==> src/rtl/axi_demux_pkg.sv <==
`default_nettype none
// ============================================================================
// Package : axi_demux_pkg
// Brief   : Shared AW-FSM state type and outstanding-counter width helper.
// Rev     : 1.0  initial release
// ============================================================================
package axi_demux_pkg;

  typedef enum logic [0:0] {
    IDLE   = 1'b0,
    LOCKED = 1'b1
  } aw_state_e;

  // Width needed to hold the values 0..max_trans inclusive.
  function automatic int unsigned cnt_width(input int unsigned max_trans);
    return (max_trans > 0) ? $clog2(max_trans + 1) : 1;
  endfunction

endpackage
`default_nettype wire

==> src/rtl/axi_demux_aw_w_ctrl_if.sv <==
`default_nettype none
// ============================================================================
// Interface : axi_demux_aw_w_ctrl_if
// Brief     : AW/W/B handshake bundle between the slave port and master ports.
// Rev       : 1.0  initial release
// ============================================================================
interface axi_demux_aw_w_ctrl_if
  import axi_demux_pkg::*;
#(
  parameter int unsigned NoMstPorts = 32'd2,
  parameter int unsigned MaxTrans   = 32'd8,
  localparam int unsigned SelectWidth = (NoMstPorts > 1) ? $clog2(NoMstPorts) : 1,
  localparam int unsigned CntWidth    = cnt_width(MaxTrans)
);

  logic                   slv_aw_valid_i;
  logic [SelectWidth-1:0] slv_aw_select_i;
  logic                   slv_aw_ready_o;
  logic [NoMstPorts-1:0]  mst_aw_valid_o;
  logic [NoMstPorts-1:0]  mst_aw_ready_i;
  logic                   slv_w_valid_i;
  logic                   slv_w_last_i;
  logic                   slv_w_ready_o;
  logic [NoMstPorts-1:0]  mst_w_valid_o;
  logic [NoMstPorts-1:0]  mst_w_ready_i;
  logic                   slv_b_done_i;
  logic [CntWidth-1:0]    outstanding_o;

  // The control block itself.
  modport slave (
    input  slv_aw_valid_i, slv_aw_select_i, mst_aw_ready_i,
    input  slv_w_valid_i, slv_w_last_i, mst_w_ready_i, slv_b_done_i,
    output slv_aw_ready_o, mst_aw_valid_o, slv_w_ready_o, mst_w_valid_o, outstanding_o
  );

  // The environment driving the control block.
  modport master (
    output slv_aw_valid_i, slv_aw_select_i, mst_aw_ready_i,
    output slv_w_valid_i, slv_w_last_i, mst_w_ready_i, slv_b_done_i,
    input  slv_aw_ready_o, mst_aw_valid_o, slv_w_ready_o, mst_w_valid_o, outstanding_o
  );

endinterface
`default_nettype wire

==> src/rtl/fifo_v3.sv <==
`default_nettype none
// ============================================================================
// Module : fifo_v3
// Brief  : Circular-buffer FIFO with optional fall-through (common_cells API).
// Rev    : 1.0  initial release
// ============================================================================
module fifo_v3 #(
  parameter bit          FALL_THROUGH = 1'b0,
  parameter int unsigned DATA_WIDTH   = 32,
  parameter int unsigned DEPTH        = 8,
  localparam int unsigned ADDR_DEPTH  = (DEPTH > 1) ? $clog2(DEPTH) : 1
) (
  input  logic                  clk_i,
  input  logic                  rst_ni,
  input  logic                  flush_i,
  input  logic                  testmode_i,
  output logic                  full_o,
  output logic                  empty_o,
  input  logic [DATA_WIDTH-1:0] data_i,
  input  logic                  push_i,
  output logic [DATA_WIDTH-1:0] data_o,
  input  logic                  pop_i
);

  localparam logic [ADDR_DEPTH-1:0] c_last_ptr = ADDR_DEPTH'(DEPTH - 1);
  localparam logic [ADDR_DEPTH:0]   c_depth    = (ADDR_DEPTH + 1)'(DEPTH);

  logic [DATA_WIDTH-1:0] r_mem [DEPTH];
  logic [ADDR_DEPTH-1:0] r_rd_ptr, r_wr_ptr;
  logic [ADDR_DEPTH:0]   r_count;
  logic w_push, w_pop, w_bypass, w_store, w_take, w_unused_test;

  assign w_unused_test = testmode_i;

  assign full_o   = (r_count == c_depth);
  assign w_bypass = FALL_THROUGH && (r_count == '0) && push_i;
  assign empty_o  = (r_count == '0) && !w_bypass;
  assign data_o   = w_bypass ? data_i : r_mem[r_rd_ptr];

  assign w_push  = push_i && !full_o;
  assign w_pop   = pop_i && !empty_o;
  // A bypassed entry popped in the same cycle never touches storage.
  assign w_store = w_push && !(w_bypass && w_pop);
  assign w_take  = w_pop && !w_bypass;

  always_ff @(posedge clk_i or negedge rst_ni) begin
    if (!rst_ni) begin
      r_rd_ptr <= '0;
      r_wr_ptr <= '0;
      r_count  <= '0;
    end else if (flush_i) begin
      r_rd_ptr <= '0;
      r_wr_ptr <= '0;
      r_count  <= '0;
    end else begin
      if (w_store) r_wr_ptr <= (r_wr_ptr == c_last_ptr) ? '0 : r_wr_ptr + ADDR_DEPTH'(1);
      if (w_take)  r_rd_ptr <= (r_rd_ptr == c_last_ptr) ? '0 : r_rd_ptr + ADDR_DEPTH'(1);
      if (w_store && !w_take)      r_count <= r_count + (ADDR_DEPTH + 1)'(1);
      else if (w_take && !w_store) r_count <= r_count - (ADDR_DEPTH + 1)'(1);
    end
  end

  always_ff @(posedge clk_i) begin
    if (w_store) r_mem[r_wr_ptr] <= data_i;
  end

endmodule
`default_nettype wire

==> src/rtl/axi_demux_aw_w_ctrl.sv <==
`default_nettype none
// ============================================================================
// Module : axi_demux_aw_w_ctrl
// Brief  : AW routing FSM, W-route FIFO and outstanding-write counter.
// Config : AXI_DEMUX_W_FALLTHROUGH_EN makes the W-route FIFO fall-through.
// Rev    : 1.0  initial release
// ============================================================================
module axi_demux_aw_w_ctrl
  import axi_demux_pkg::*;
#(
  parameter int unsigned NoMstPorts = 32'd2,
  parameter int unsigned MaxWTrans  = 32'd4,
  parameter int unsigned MaxTrans   = 32'd8,
  localparam int unsigned SelectWidth = (NoMstPorts > 1) ? $clog2(NoMstPorts) : 1
) (
  input  logic                 clk_i,
  input  logic                 rst_ni,
  input  logic                 test_i,
  axi_demux_aw_w_ctrl_if.slave bus
);

  typedef logic [SelectWidth-1:0] select_t;

  localparam int unsigned c_cnt_width = cnt_width(MaxTrans);
  localparam logic [c_cnt_width-1:0] c_max_trans = c_cnt_width'(MaxTrans);
`ifdef AXI_DEMUX_W_FALLTHROUGH_EN
  localparam bit c_fall_through = 1'b1;
`else
  localparam bit c_fall_through = 1'b0;
`endif

  aw_state_e               r_state, w_state_next;
  select_t                 r_sel, w_sel, w_w_head;
  logic [c_cnt_width-1:0]  r_outstanding;
  logic                    w_aw_en, w_aw_valid, w_aw_ready, w_aw_hs, w_lock;
  logic                    w_fifo_full, w_fifo_empty, w_w_ready, w_w_pop;
  logic [NoMstPorts-1:0]   w_mst_aw_valid, w_mst_w_valid;

  // A locked request keeps its port even if the enable condition drops.
  assign w_sel      = (r_state == LOCKED) ? r_sel : bus.slv_aw_select_i;
  assign w_aw_en    = rst_ni & ((r_state == LOCKED) |
                                (~w_fifo_full & (r_outstanding < c_max_trans)));
  assign w_aw_valid = w_aw_en & bus.slv_aw_valid_i;
  assign w_aw_ready = w_aw_en & bus.mst_aw_ready_i[w_sel];
  assign w_aw_hs    = w_aw_valid & w_aw_ready;

  always_ff @(posedge clk_i or negedge rst_ni) begin
    if (!rst_ni) begin
      r_state <= IDLE;
      r_sel   <= '0;
    end else begin
      r_state <= w_state_next;
      if (w_lock) r_sel <= bus.slv_aw_select_i;
    end
  end

  always_comb begin
    w_state_next = r_state;
    w_lock       = 1'b0;
    case (r_state)
      IDLE: begin
        if (w_aw_valid && !w_aw_ready) begin
          w_state_next = LOCKED;
          w_lock       = 1'b1;
        end
      end
      LOCKED: begin
        if (w_aw_hs) w_state_next = IDLE;
      end
      default: w_state_next = IDLE;
    endcase
  end

  always_comb begin
    w_mst_aw_valid        = '0;
    w_mst_aw_valid[w_sel] = w_aw_valid;
    w_mst_w_valid         = '0;
    w_w_ready             = 1'b0;
    if (!w_fifo_empty) begin
      w_mst_w_valid[w_w_head] = bus.slv_w_valid_i;
      w_w_ready               = bus.mst_w_ready_i[w_w_head];
    end
  end

  assign bus.mst_aw_valid_o = w_mst_aw_valid;
  assign bus.slv_aw_ready_o = w_aw_ready;
  assign bus.mst_w_valid_o  = w_mst_w_valid;
  assign bus.slv_w_ready_o  = w_w_ready;
  assign bus.outstanding_o  = r_outstanding;

  assign w_w_pop = ~w_fifo_empty & bus.slv_w_valid_i & w_w_ready & bus.slv_w_last_i;

  fifo_v3 #(
    .FALL_THROUGH (c_fall_through),
    .DATA_WIDTH   (SelectWidth),
    .DEPTH        (MaxWTrans)
  ) i_w_fifo (
    .clk_i      (clk_i),
    .rst_ni     (rst_ni),
    .flush_i    (1'b0),
    .testmode_i (test_i),
    .full_o     (w_fifo_full),
    .empty_o    (w_fifo_empty),
    .data_i     (w_sel),
    .push_i     (w_aw_hs),
    .data_o     (w_w_head),
    .pop_i      (w_w_pop)
  );

  always_ff @(posedge clk_i or negedge rst_ni) begin
    if (!rst_ni) begin
      r_outstanding <= '0;
    end else if (w_aw_hs && !bus.slv_b_done_i) begin
      r_outstanding <= r_outstanding + c_cnt_width'(1);
    end else if (!w_aw_hs && bus.slv_b_done_i && (r_outstanding != '0)) begin
      r_outstanding <= r_outstanding - c_cnt_width'(1);
    end
  end

  // A B completion with nothing outstanding indicates an upstream protocol error.
  assert property (@(posedge clk_i) disable iff (!rst_ni)
    (bus.slv_b_done_i && !w_aw_hs) |-> (r_outstanding != '0));

endmodule
`default_nettype wire

==> src/flat_wrapper.sv <==
// flat-port wrapper written by rule: the top's interface ports become plain ports
module axi_demux_aw_w_ctrl_flat import axi_demux_pkg::*;
#(
  parameter int unsigned NoMstPorts = 32'd2,
  parameter int unsigned MaxWTrans  = 32'd4,
  parameter int unsigned MaxTrans   = 32'd8,
  localparam int unsigned SelectWidth = (NoMstPorts > 1) ? $clog2(NoMstPorts) : 1
)
  (clk_i, rst_ni, test_i, bus_slv_aw_valid_i, bus_slv_aw_select_i, bus_mst_aw_ready_i, bus_slv_w_valid_i, bus_slv_w_last_i, bus_mst_w_ready_i, bus_slv_b_done_i, bus_slv_aw_ready_o, bus_mst_aw_valid_o, bus_slv_w_ready_o, bus_mst_w_valid_o, bus_outstanding_o);
  axi_demux_aw_w_ctrl_if #(.NoMstPorts(NoMstPorts), .MaxTrans(MaxTrans)) bus_i ();
  input  logic clk_i;
  input  logic rst_ni;
  input  logic test_i;
  input wire logic [$bits(bus_i.slv_aw_valid_i)-1:0] bus_slv_aw_valid_i;
  input wire logic [$bits(bus_i.slv_aw_select_i)-1:0] bus_slv_aw_select_i;
  input wire logic [$bits(bus_i.mst_aw_ready_i)-1:0] bus_mst_aw_ready_i;
  input wire logic [$bits(bus_i.slv_w_valid_i)-1:0] bus_slv_w_valid_i;
  input wire logic [$bits(bus_i.slv_w_last_i)-1:0] bus_slv_w_last_i;
  input wire logic [$bits(bus_i.mst_w_ready_i)-1:0] bus_mst_w_ready_i;
  input wire logic [$bits(bus_i.slv_b_done_i)-1:0] bus_slv_b_done_i;
  output wire logic [$bits(bus_i.slv_aw_ready_o)-1:0] bus_slv_aw_ready_o;
  output wire logic [$bits(bus_i.mst_aw_valid_o)-1:0] bus_mst_aw_valid_o;
  output wire logic [$bits(bus_i.slv_w_ready_o)-1:0] bus_slv_w_ready_o;
  output wire logic [$bits(bus_i.mst_w_valid_o)-1:0] bus_mst_w_valid_o;
  output wire logic [$bits(bus_i.outstanding_o)-1:0] bus_outstanding_o;
  assign bus_i.slv_aw_valid_i = bus_slv_aw_valid_i;
  assign bus_i.slv_aw_select_i = bus_slv_aw_select_i;
  assign bus_i.mst_aw_ready_i = bus_mst_aw_ready_i;
  assign bus_i.slv_w_valid_i = bus_slv_w_valid_i;
  assign bus_i.slv_w_last_i = bus_slv_w_last_i;
  assign bus_i.mst_w_ready_i = bus_mst_w_ready_i;
  assign bus_i.slv_b_done_i = bus_slv_b_done_i;
  assign bus_slv_aw_ready_o = bus_i.slv_aw_ready_o;
  assign bus_mst_aw_valid_o = bus_i.mst_aw_valid_o;
  assign bus_slv_w_ready_o = bus_i.slv_w_ready_o;
  assign bus_mst_w_valid_o = bus_i.mst_w_valid_o;
  assign bus_outstanding_o = bus_i.outstanding_o;
  axi_demux_aw_w_ctrl #(.NoMstPorts(NoMstPorts), .MaxWTrans(MaxWTrans), .MaxTrans(MaxTrans)) u_core (.clk_i(clk_i), .rst_ni(rst_ni), .test_i(test_i), .bus(bus_i));
endmodule
==> config.mk <==
export PLATFORM = sky130hd
export DESIGN_NAME = axi_demux_aw_w_ctrl_flat
export DESIGN_NICKNAME = d
export VERILOG_FILES = /design/src/rtl/axi_demux_pkg.sv /design/src/rtl/axi_demux_aw_w_ctrl_if.sv /design/src/rtl/fifo_v3.sv /design/src/rtl/axi_demux_aw_w_ctrl.sv /design/src/flat_wrapper.sv
export SDC_FILE = /design/constraint.sdc
export NUM_CORES = 1
export LEC_CHECK = 0
export ABC_AREA = 1
export BUFFER_PORTS_ARGS = -buffer_cell sky130_fd_sc_hd__buf_4
export CORE_ASPECT_RATIO = 1.2
export CORE_MARGIN = 4
export CORE_UTILIZATION = 60
export CTS_BUF_LIST = sky130_fd_sc_hd__clkbuf_4 sky130_fd_sc_hd__clkbuf_8
export DETAILED_ROUTE_END_ITERATION = 8
export PLACE_DENSITY = 0.86
export SLEW_MARGIN = 20
export SYNTH_ARGS = -nofsm -noshare
export SYNTH_HDL_FRONTEND = slang
export SYNTH_SLANG_ARGS = --single-unit
==> constraint.sdc <==
create_clock -name clk_i -period 6.2 [get_ports clk_i]
set_input_delay 0.31 -clock clk_i [delete_from_list [all_inputs] [get_ports clk_i]]
set_output_delay 0.31 -clock clk_i [all_outputs]
set_load 0.005 [all_outputs]
# [Yosys cells after proc, flatten, opt, wreduce, memory -nomap -nowiden]
# Memory sizes are Yosys's and may differ from the RTL's.
# Cells that the tools add are included.
[op_classes] eq_ne=3 n_mux=23 n_bitwise=14 reduce_logical=21 addsub=6 order_cmp=5
[ops] cell="1-bit two-way mux" n=13
[ops] cell="1-bit logical AND" n=10
[ops] cell="1-bit AND" n=8
[ops] cell="4-bit two-way mux" n=2
[ops] cell="1-bit logical NOT" n=7
[ops] cell="2-bit two-way mux" n=3
[ops] cell="3-bit two-way mux" n=2
[ops] cell="2-bit by 1-bit adder with 2-bit output (second input constant)" n=2
[ops] cell="4-bit by 1-bit adder with 4-bit output (second input constant)" n=1
[ops] cell="2-bit AND" n=2
[ops] cell="2-bit equality test (second input constant)" n=2
[ops] cell="1-bit by 2-bit < comparator with 1-bit output (second input constant)" n=2
[ops] cell="4-bit < comparator (second input constant)" n=1
[ops] cell="2-bit nonzero test" n=2
[ops] cell="4-bit nonzero test" n=1
[ops] cell="4-bit by 1-bit subtractor with 4-bit output (second input constant)" n=1
[ops] cell="3-bit by 1-bit adder with 3-bit output (second input constant)" n=1
[ops] cell="3-bit equality test (second input constant)" n=1
[ops] cell="3-bit logical NOT" n=1
[ops] cell="1-bit NOT" n=3
[ops] cell="3-bit by 1-bit subtractor with 3-bit output (second input constant)" n=1
[ops] cell="1-bit demux with 1-bit select" n=2
[ops] cell="1-bit greater-or-equal comparator (second input constant)" n=2
[ops] cell="1-bit case mux with 2 select lines" n=1
[ops] cell="1-bit bitwise OR" n=1
[word_totals] ramBits=4 in_bits=12 register_bits=13 memories=1 word_cells=79 output_inout_bits=10
[mem_list] memory="u_core.i_w_fifo.r_mem" depth=4 width=1 rd=1 rd_ports_with_merged_regs=0 wr=1 line="fifo_v3.sv:28" rtl="logic [DATA_WIDTH-1:0] r_mem [DEPTH];"

# [Longest topological paths before layout]
# Gate-level depths: netlist of run 1.
[depth] word_depth=12 depth_mapped=15

# [Modules after synthesis]
# From an unflattened synthesis of run 1, not the netlist that was laid out.
[unflattened] cells_unflattened=156 area_unflattened_um2=1224.9
[by_module_without_submodules] module="fifo_v3" area_each_um2=680.7 cells_each=76 instances=1
[by_module_without_submodules] module="axi_demux_aw_w_ctrl" area_each_um2=544.3 cells_each=80 instances=1

# [Least setup slack after synthesis of run 1]
# Ideal clock, no wire load.
[synth_path] path_type="reg-to-reg" startpoint="reg u_core.i_w_fifo.r_rd_ptr[0]" endpoint="reg u_core.i_w_fifo.r_count[1]" required_ns=6.075 synth_period_minus_slack_ns=2.084 stages_incl_launch_ff=13 path_buffers=0 path_slack_ns=4.116 t_arrival_ns=1.959 path_cell_list="dfrtp_1 -> inv_1 -> nand2_1 -> nand3_1 -> nand2_1 -> nand2_1 -> o21ai_0 -> nor2_1 -> inv_1 -> ha_1 -> inv_1 -> fa_1 -> mux2_2"
[synth_between] elab_chain_cells=10 word_cells_on_any_way=12 cone_classes="mux: 4; bitwise: 2; reduce/logical: 5; memory: 1"
[synth_rtl] item="from (decl)" line="fifo_v3.sv:29" rtl="logic [ADDR_DEPTH-1:0] r_rd_ptr, r_wr_ptr;"
[synth_rtl] item="from (signal assigned)" line="fifo_v3.sv:57" rtl="if (w_take) r_rd_ptr <= (r_rd_ptr == c_last_ptr) ? '0 : r_rd_ptr + ADDR_DEPTH'(1);"
[synth_rtl] item="memory read 4 x 1 bit (*)"
[synth_rtl] item="1-bit two-way mux (not written as such) (*) (2 in a row)" line="axi_demux_aw_w_ctrl.sv:81" rtl="w_w_ready = bus.mst_w_ready_i[w_w_head];"
[synth_rtl] item="1-bit two-way mux (*)" line="axi_demux_aw_w_ctrl.sv:79" rtl="if (!w_fifo_empty) begin"
[synth_rtl] item="1-bit AND (*) (2 in a row)" line="axi_demux_aw_w_ctrl.sv:91" rtl="assign w_w_pop = ~w_fifo_empty & bus.slv_w_valid_i & w_w_ready & bus.slv_w_last_i;"
[synth_rtl] item="1-bit logical AND (*)" line="fifo_v3.sv:41" rtl="assign w_pop = pop_i && !empty_o;"
[synth_rtl] item="1-bit logical NOT" line="fifo_v3.sv:58" rtl="if (w_store && !w_take) r_count <= r_count + (ADDR_DEPTH + 1)'(1);"
[synth_rtl] item="1-bit logical AND" line="fifo_v3.sv:58"
[synth_rtl] item="3-bit two-way mux or 2-bit nonzero test (tied branches)"
[synth_rtl] item="to (signal assigned)" line="fifo_v3.sv:58"
[synth_rtl] item="to (signal assigned)" line="fifo_v3.sv:59" rtl="else if (w_take && !w_store) r_count <= r_count - (ADDR_DEPTH + 1)'(1);"
[synth_rtl] item="to (decl)" line="fifo_v3.sv:30" rtl="logic [ADDR_DEPTH:0] r_count;"
# Mark *: on every way between the ends. The rest lies on a longest branch, timed or not. The select of a mux whose other input is x is not followed.
# A chain may end at the register's enable or synchronous reset.

==> results_dict.tcl, run 1 <==
set metrics [dict create \
    postCtsSetupBuffers 0 \
    power.share.sequential_pct 36.3 \
    element_type_at_the_critical_path_end "flip-flop" \
    syn_to_final_growth_pct 19.8 \
    num_rows 16 \
    synthSimpleGateAreaFrac_pct 26.0 \
    swShare_pct 43.8 \
    ys_ff_latch 17 \
    total_leakage_power_uw 0.000648 \
    worstHoldEndpoint "u_core.r_sel" \
    synth.top_cells.by_area "sky130_fd_sc_hd__dfrtp_1 (30%), sky130_fd_sc_hd__edfxtp_1 (11%), sky130_fd_sc_hd__nand2_1 (9.4%), sky130_fd_sc_hd__ha_1 (9.3%), sky130_fd_sc_hd__inv_1 (7.0%)" \
    holdCritPathClass "primary input to flip-flop" \
    final_common_cell "sky130_fd_sc_hd__nand2_1" \
    whs_ps 303 \
    grt.met3_usage_pct 2.96 \
    net-switching-power_uw 250 \
    crit_chain "inv_2 -> nand2_2 -> nand2_2 -> nand2_2 -> nand2_2 -> nand4_4 -> nor2_4 -> ha_1 -> inv_1 -> fa_1 -> a21oi_1 -> o21ai_0 -> xor2_1" \
    layout_common_cells "sky130_fd_sc_hd__nand2_1 (27), sky130_fd_sc_hd__inv_1 (20), sky130_fd_sc_hd__buf_4 (20)" \
    library_cell_with_the_largest_summed_area_after_synthesis "sky130_fd_sc_hd__dfrtp_1" \
    yosys.area_share.xor_xnor_pct 2.44 \
    clockRootBuffer "sky130_fd_sc_hd__clkbuf_4" \
    preCtsSetupSlack_ps 3890 \
    timing_hold_violations_final 0 \
    core_area_um2 1660 \
    report.final.setup_viol 0 \
    worst-path-max-fanout 6 \
    die_area_um2 2540 \
    status "complete, no violations" \
    timing.max_cap.violations 0 \
    clock.fmax_mhz 421 \
    number_of_enable_type_register_cells_in_the_synthesized_netlist 4 \
    layout.core_utilization_pct 77.6 \
    grt_max_degree 17 \
    crit_path_frequent_cell "sky130_fd_sc_hd__nand2_2" \
    cts.reportedPaths.clkPinSlew_ps 110 \
    regArea_um2 445 \
    mappedNetlistNets 149 \
    fin_crit_sh_pct 38.3 \
    cts_buffers 3 \
    synth_compound_area_share_pct 8.02 \
    post_synth_fa_ha_maj_area_fraction_pct 13.0 \
    track_usage_pct 20.0 \
    pwr-share-comb_pct 52.8 \
    finish.net_count 175 \
    final_period_minus_worst_setup_slack_ps 2370 \
    area_share_of_the_leading_cell_type_in_the_synthesized_netlist_pct 30.2 \
    cts.htree.levels 1 \
    setup_tns_ps 0 \
    critical_path.reg2reg.endpoint "u_core.i_w_fifo.r_count[2]" \
    clock_latency_ps 300 \
    number_of_antenna_violations_at_the_first_check_in_global_routing 0 \
    pin_count 22 \
    final_cells 170 \
    synth_ff_type "sky130_fd_sc_hd__dfrtp_1" \
    grtUsageMet1_pct 22.9 \
    number_of_global_route_vias_before_repair 894 \
    vdd_ir_drop_max_mv 0.309 \
    fill_cells 131 \
    p_clk_share_pct 10.9 \
    via_count_of_the_routed_design 902 \
    synth-async-reset-ratio_pct 76.5 \
    critical-path-slowest-cell "sky130_fd_sc_hd__dfrtp_1" \
    post_synth_mux_area_share_pct 1.05 \
    fp.dieH_um 54.4 \
    first_iter_violations 24 \
    avgRoutedWirePerCell_um 12.4 \
    drive_above_1_share_pct 25.7 \
    yosysSeqAreaShare_pct 41.4 \
    criticalPathCategory "flip-flop to flip-flop" \
    synth_top_family_by_area "simple AND/OR/NAND/NOR gates" \
    post_synth.cell_area_avg_um2 8.47 \
    totalWireLength_um 2120 \
    postLayoutSetupSlackWorst_ps 3830 \
    worst_margin_slew_ps 301 \
    clock-sinks 17 \
    antenna_left 0 \
    power.density_nw_per_um2 443 \
    globalRoute.totalOverflow 0 \
    multi_input_combinational_cell_area_um2 544 \
    worst_ep_arrival_time_ps 2550 \
    grt_setup_unrepaired "no" \
    antenna_cells_inserted 0 \
    ctsLongestPathBuffers 2 \
    dp_cells 165 \
    worst_slew_margin_rel_pct 79.9 \
    start_util_pct 64.8 \
    cts_tree "yes" \
    ratio_of_routed_vias_to_standard_cells 5.31 \
    syn-instance-count 127 \
    port_buffers 20 \
    hold_path_startpoint "bus_slv_aw_select_i" \
    whs_path_depth 3 \
    r2r.worst_path.cells 13 \
    finalWeightedCongestion 0.787 \
    detailed_route_drc_error_count 0 \
    report.final.slew_viol_count 0 \
    clock-skew-final_ps 11.0 \
    die_x_um 46.7 \
    power_report.internal_total_uw 320 \
    post_synth_instance_area_um2 1080 \
    grt_most_used_layer "met2" \
    global_route.usage.met2_pct 36.5 \
    start_kind "flip-flop" \
    timing.critical_path.slowest_cell_delay_ps 430 \
    drtPass1Iterations 4 \
    yosys_warnings 0 \
    critPathRequiredTime_ps 6380 \
    dp.final_hpwl_um 1700 \
    synth.distinct_cells 21 \
    grt_first_pass_wirelength_um 3660 \
    worst-r2r-setup-slack_ps 3830 \
]
-- registers in the layout, summed over array words and instances (netlist names), named ones only --
register and cells:
u_core.i_w_fifo.r_rd_ptr 2, u_core.i_w_fifo.r_count 3, u_core.i_w_fifo.r_mem 4, u_core.r_sel 1, u_core.i_w_fifo.r_wr_ptr 2, u_core.bus.outstanding_o 4
-- area by class of cell --
cell class                      count  share of cell area [%]
Clock inverter                      1                   0.583
Multi-Input combinational cell     87                    42.2
Clock buffer                        3                    1.75
Inverter                           23                    6.70
Tap cell                           18                    1.75
Timing Repair Buffer               21                    12.4
Sequential cell                    17                    34.6
-- repair_timing --
item / CTS / global route
gates resized for setup: 0 / 0
endpoints found under the hold margin: 13 / 0
hold buffers: 1 / 0
-- worst max-delay path, delay by kind of cell, from the launching register on --
family	cells	cell delay, ps
and+or+nand+nor	6	710
buffers and inverters	2	150
DFF	1	430
xor gates and xnor gates	1	150
AOI/OAI and AO/OA	2	260
adders and majority gates	2	560
-- synth_stat cells, drive strengths merged (2+ instances only) --
master / count
a21oi: 5
dfrtp: 13
edfxtp: 4
fa: 2
ha: 8
inv: 23
nand2: 34
nand3: 11
nor2: 11
o21ai: 9
xor2: 2
-- cell families after synthesis --
| logic type | Yosys count |
|---|---|
| multiplexers | 1 |
| adder cells (fa/ha/maj) | 10 |
| buffers and inverters | 23 |
| flip-flops | 17 |
| AND/OR/NAND/NOR | 57 |
| AO/OA/AOI/OAI | 16 |
| XOR/XNOR | 3 |
-- worst max-delay path by stage --
stage,from,endpoint,slack (ps),cells after the start
after floorplan,u_core.i_w_fifo.r_rd_ptr[0],u_core.i_w_fifo.r_count[1],4120,12
after detailed placement,u_core.i_w_fifo.r_rd_ptr[0],u_core.i_w_fifo.r_count[1],3890,12
after global routing,u_core.i_w_fifo.r_rd_ptr[0],u_core.i_w_fifo.r_count[1],3630,12
final,flip-flop,u_core.i_w_fifo.r_count[2],3830,13
after CTS,flip-flop,u_core.i_w_fifo.r_count[2],3850,13
after global placement,u_core.i_w_fifo.r_rd_ptr[0],u_core.i_w_fifo.r_count[1],3920,12
-- power by group through the flow --
stage	combinational, µW	sequential, µW	clock [µW]
floorplan	210	202	0
global placement	289	206	0
detailed placement	302	209	0
CTS	305	207	63.5
global route	353	215	70.5
finish	301	207	62.2
-- per-layer routing --
metal  up-vias  share of wire, %
met5         -                 0
met1       416                40
met4         0              0.61
met3         2               7.8
met2        32                52
li1        452                 -
-- metrics by stage --
stage / power, µW / cell area [µm²]
2_1_floorplan: 411 / 1080
3_3_place_gp: 495 / 1250
3_5_place_dp: 511 / 1250
4_1_cts: 575 / 1290
5_1_grt: 639 / 1290
6_report: 570 / 1290
No activity file was read; power rests on OpenSTA's default activity.
==> inputs of run 2 (changes only) <==
--- a/config.mk
+++ b/config.mk
@@ -5,14 +5,14 @@
 export SDC_FILE = /design/constraint.sdc
 export NUM_CORES = 1
 export LEC_CHECK = 0
-export ABC_AREA = 1
+export ABC_AREA = 0
 export BUFFER_PORTS_ARGS = -buffer_cell sky130_fd_sc_hd__buf_4
 export CORE_ASPECT_RATIO = 1.2
 export CORE_MARGIN = 4
-export CORE_UTILIZATION = 60
+export CORE_UTILIZATION = 55
 export CTS_BUF_LIST = sky130_fd_sc_hd__clkbuf_4 sky130_fd_sc_hd__clkbuf_8
 export DETAILED_ROUTE_END_ITERATION = 8
-export PLACE_DENSITY = 0.86
+export PLACE_DENSITY = 0.8
 export SLEW_MARGIN = 20
 export SYNTH_ARGS = -nofsm -noshare
 export SYNTH_HDL_FRONTEND = slang
==> constraint.sdc (replaced) <==
create_clock -name clk_i -period 2.5 [get_ports clk_i]
set_input_delay 0.125 -clock clk_i [delete_from_list [all_inputs] [get_ports clk_i]]
set_output_delay 0.125 -clock clk_i [all_outputs]
set_load 0.005 [all_outputs]
==> results_dict.tcl, run 2 <==
set metrics [dict create \
    status "complete, no violations" \
    number_of_global_route_vias_before_repair 820 \
    critPathRequiredTime_ps 2680 \
    clock-skew-final_ps 12.6 \
    total_leakage_power_uw 0.000670 \
    post-layout-total-power_uw 1630 \
    p_clk_share_pct 9.8 \
    whs_ps 90.7 \
    dpl-instance-area_um2 1310 \
    yosysSeqAreaShare_pct 42.8 \
    die_area_um2 2650 \
    detailed_route_drc_error_count 0 \
    holdCritPathClass "primary input to flip-flop" \
    mappedNetlistNets 107 \
    worstHoldEndpoint "u_core.r_sel" \
    cts_buffers 3 \
    drive_above_1_share_pct 53.5 \
    pin_count 22 \
    report.final.slew_viol_count 0 \
    synth.top_cells.by_area "sky130_fd_sc_hd__dfrtp_1 (31%), sky130_fd_sc_hd__edfxtp_1 (12%), sky130_fd_sc_hd__ha_1 (9.6%), sky130_fd_sc_hd__mux2_2 (4.3%), sky130_fd_sc_hd__mux2_4 (4.3%)" \
    fp.dieH_um 55.6 \
    grt_max_degree 15 \
    final_period_minus_worst_setup_slack_ps 2450 \
    final_common_cell "sky130_fd_sc_hd__buf_4" \
    ratio_of_routed_vias_to_standard_cells 5.42 \
    critical_path.reg2reg.endpoint "u_core.bus.outstanding_o[3]" \
    worst_margin_slew_ps 508 \
    fill_cells 90 \
    report.final.setup_viol 0 \
    timing.max_cap.violations 0 \
    worst-path-max-fanout 3 \
    element_type_at_the_critical_path_end "flip-flop" \
    fin_area_um2 1450 \
    dp.final_hpwl_um 1700 \
    cts_tree "yes" \
    cts.htree.levels 1 \
    grt_setup_unrepaired "yes" \
    syn-instance-count 85 \
    first_iter_violations 10 \
    avgRoutedWirePerCell_um 15.3 \
    antenna_cells_inserted 0 \
    start_util_pct 61.1 \
    core_area_um2 1700 \
    clock_latency_ps 290 \
    power.share.sequential_pct 33.3 \
    grt_first_pass_wirelength_um 3570 \
    drtPass1Iterations 4 \
    cts.reportedPaths.clkPinSlew_ps 110 \
    post_synth.cell_area_avg_um2 12.2 \
    vdd_ir_drop_max_mv 0.652 \
    die_x_um 47.7 \
    worst_slew_margin_rel_pct 65.7 \
    crit_chain "mux2_4 -> mux2i_2 -> or3_4 -> ha_4 -> a21o_1 -> a211o_1 -> o22a_2 -> xnor2_2" \
    area_share_of_the_leading_cell_type_in_the_synthesized_netlist_pct 31.3 \
    worst_ep_arrival_time_ps 2620 \
    synth_common_cells "sky130_fd_sc_hd__dfrtp_1 (13), sky130_fd_sc_hd__nor2_1 (9), sky130_fd_sc_hd__ha_1 (8)" \
    finalWeightedCongestion 0.769 \
    antenna_left 0 \
    synth_ff_type "sky130_fd_sc_hd__dfrtp_1" \
    synth-async-reset-ratio_pct 76.5 \
    port_buffers 20 \
    timing.critical_path.slowest_cell_delay_ps 450 \
    swShare_pct 36.8 \
    kind_of_cell_adding_the_most_delay_to_the_critical_path "compound AO/OA/AOI/OAI gates" \
    fin_crit_sh_pct 97.9 \
    layout_common_cells "sky130_fd_sc_hd__buf_4 (38), sky130_fd_sc_hd__dfrtp_1 (12), sky130_fd_sc_hd__nor2_1 (9)" \
    pwr-share-comb_pct 56.9 \
    postLayoutSetupSlackWorst_ps 53.5 \
    number_of_antenna_violations_at_the_first_check_in_global_routing 0 \
    yosys_warnings 0 \
    worst-r2r-setup-slack_ps 50 \
    syn_to_final_growth_pct 39.8 \
    synth.distinct_cells 33 \
    power_report.internal_total_uw 1030 \
    via_count_of_the_routed_design 797 \
    hold_path_startpoint "bus_slv_aw_select_i" \
    critical-path-slowest-cell "sky130_fd_sc_hd__dfrtp_1" \
    finish.net_count 152 \
    timing_hold_violations_final 0 \
    critPathBufInv 0 \
    num_rows 16 \
    r2r.worst_path.cells 8 \
    setup_tns_ps 0 \
    post_synth_instance_area_um2 1040 \
    ctsLongestPathBuffers 2 \
    preCtsSetupSlack_ps 6.46 \
    clock-sinks 17 \
    power.density_nw_per_um2 1120 \
    start_kind "flip-flop" \
    ys_ff_latch 17 \
    net-switching-power_uw 601 \
    track_usage_pct 18.3 \
    totalWireLength_um 2250 \
    library_cell_with_the_largest_summed_area_after_synthesis "sky130_fd_sc_hd__dfrtp_1" \
    yosysMostFrequentCell "sky130_fd_sc_hd__dfrtp_1" \
    globalRoute.totalOverflow 0 \
    number_of_enable_type_register_cells_in_the_synthesized_netlist 4 \
    clockRootBuffer "sky130_fd_sc_hd__clkbuf_4" \
    clock.fmax_mhz 409 \
    criticalPathCategory "flip-flop to flip-flop" \
    whs_path_depth 2 \
]
[run 2: changes by cell type after synthesis, sizes merged, moves of 2 or more]
cell / previous run / this run
mux2i: 0 / 2
a21oi: 5 / 2
and2: 0 / 4
nand3: 11 / 0
o21ai: 9 / 2
inv: 23 / 6
nand2: 34 / 3
mux2: 1 / 7
xnor2: 1 / 3
[run 2: logic make-up (layout without fill, tap and decap cells)]
group                    Yosys count  in the layout  share of synthesized area [%]
AND/OR/NAND/NOR                   24             24                           13.2
flip-flops                        17             17                           42.8
AO/OA/AOI/OAI                     12             12                           10.1
adder cells (fa/ha/maj)           10             10                           13.5
multiplexers                      10             10                           13.1
XOR/XNOR                           6              6                           5.06
buffers and inverters              6             50                           2.17
[run 2: power groups by stage]
stage	sequential [µW]	clock, µW	combinational [µW]
2_1_floorplan	533	0	479
6_report	544	159	929
3_3_place_gp	527	0	768
4_1_cts	535	162	820
5_1_grt	560	176	1030
3_5_place_dp	540	0	815
[run 2: cell type report]
type                       count  area [µm²]  share of cell area, %
inverter                       6        22.5                   1.55
tap                           18        22.5                   1.55
clock buffer                   4        30.0                   2.07
timing repair buffer          40         307                   21.1
multi-input combinational     62         626                   43.0
sequential                    17         447                   30.7
[run 2: worst register-to-register path, stage by stage, from the launching register on]
cell,delay [ps]
sky130_fd_sc_hd__dfrtp_1,450
sky130_fd_sc_hd__mux2_4,340
sky130_fd_sc_hd__mux2i_2,160
sky130_fd_sc_hd__or3_4,350
sky130_fd_sc_hd__ha_4,220
sky130_fd_sc_hd__a21o_1,170
sky130_fd_sc_hd__a211o_1,290
sky130_fd_sc_hd__o22a_2,220
sky130_fd_sc_hd__xnor2_2,140
[run 2: routing by layer]
metal,share of wire [%],wire [µm],up-vias,track usage [%]
li1,-,-,386,-
met1,42,940,392,24.4
met2,52,1180,17,28.2
met3,4.7,107,2,3.88
met4,1.1,25,0,6.92
met5,0,0,-,0
[run 2: worst max-delay path by stage]
stage	from	slack, ps	endpoint	cells after the start
2_1_floorplan	u_core.i_w_fifo.r_rd_ptr[0]	9	u_core.i_w_fifo.r_count[1]	8
3_3_place_gp	u_core.i_w_fifo.r_rd_ptr[0]	60	u_core.i_w_fifo.r_count[1]	8
3_5_place_dp	u_core.i_w_fifo.r_rd_ptr[0]	6	u_core.i_w_fifo.r_count[1]	8
4_1_cts	u_core.i_w_fifo.r_rd_ptr[0]	0.1	u_core.i_w_fifo.r_count[1]	8
5_1_grt	flip-flop	-80	u_core.i_w_fifo.r_count[2]	10
6_report	flip-flop	50	u_core.bus.outstanding_o[3]	8
[run 2: metrics by stage]
stage / cells / util (%)
5_1_grt: 147 / 85.4
3_5_place_dp: 136 / 77.0
4_1_cts: 141 / 79.3
3_3_place_gp: 136 / 77.0
6_report: 147 / 85.4
2_1_floorplan: 85 / -
[run 2: timing repair]
item | CTS | global route
resized for setup | 0 | 11
setup buffers | 0 | 6
hold buffers | 1 | 0
endpoints found under the hold margin | 13 | 0
endpoints found under the setup margin | 0 | 3
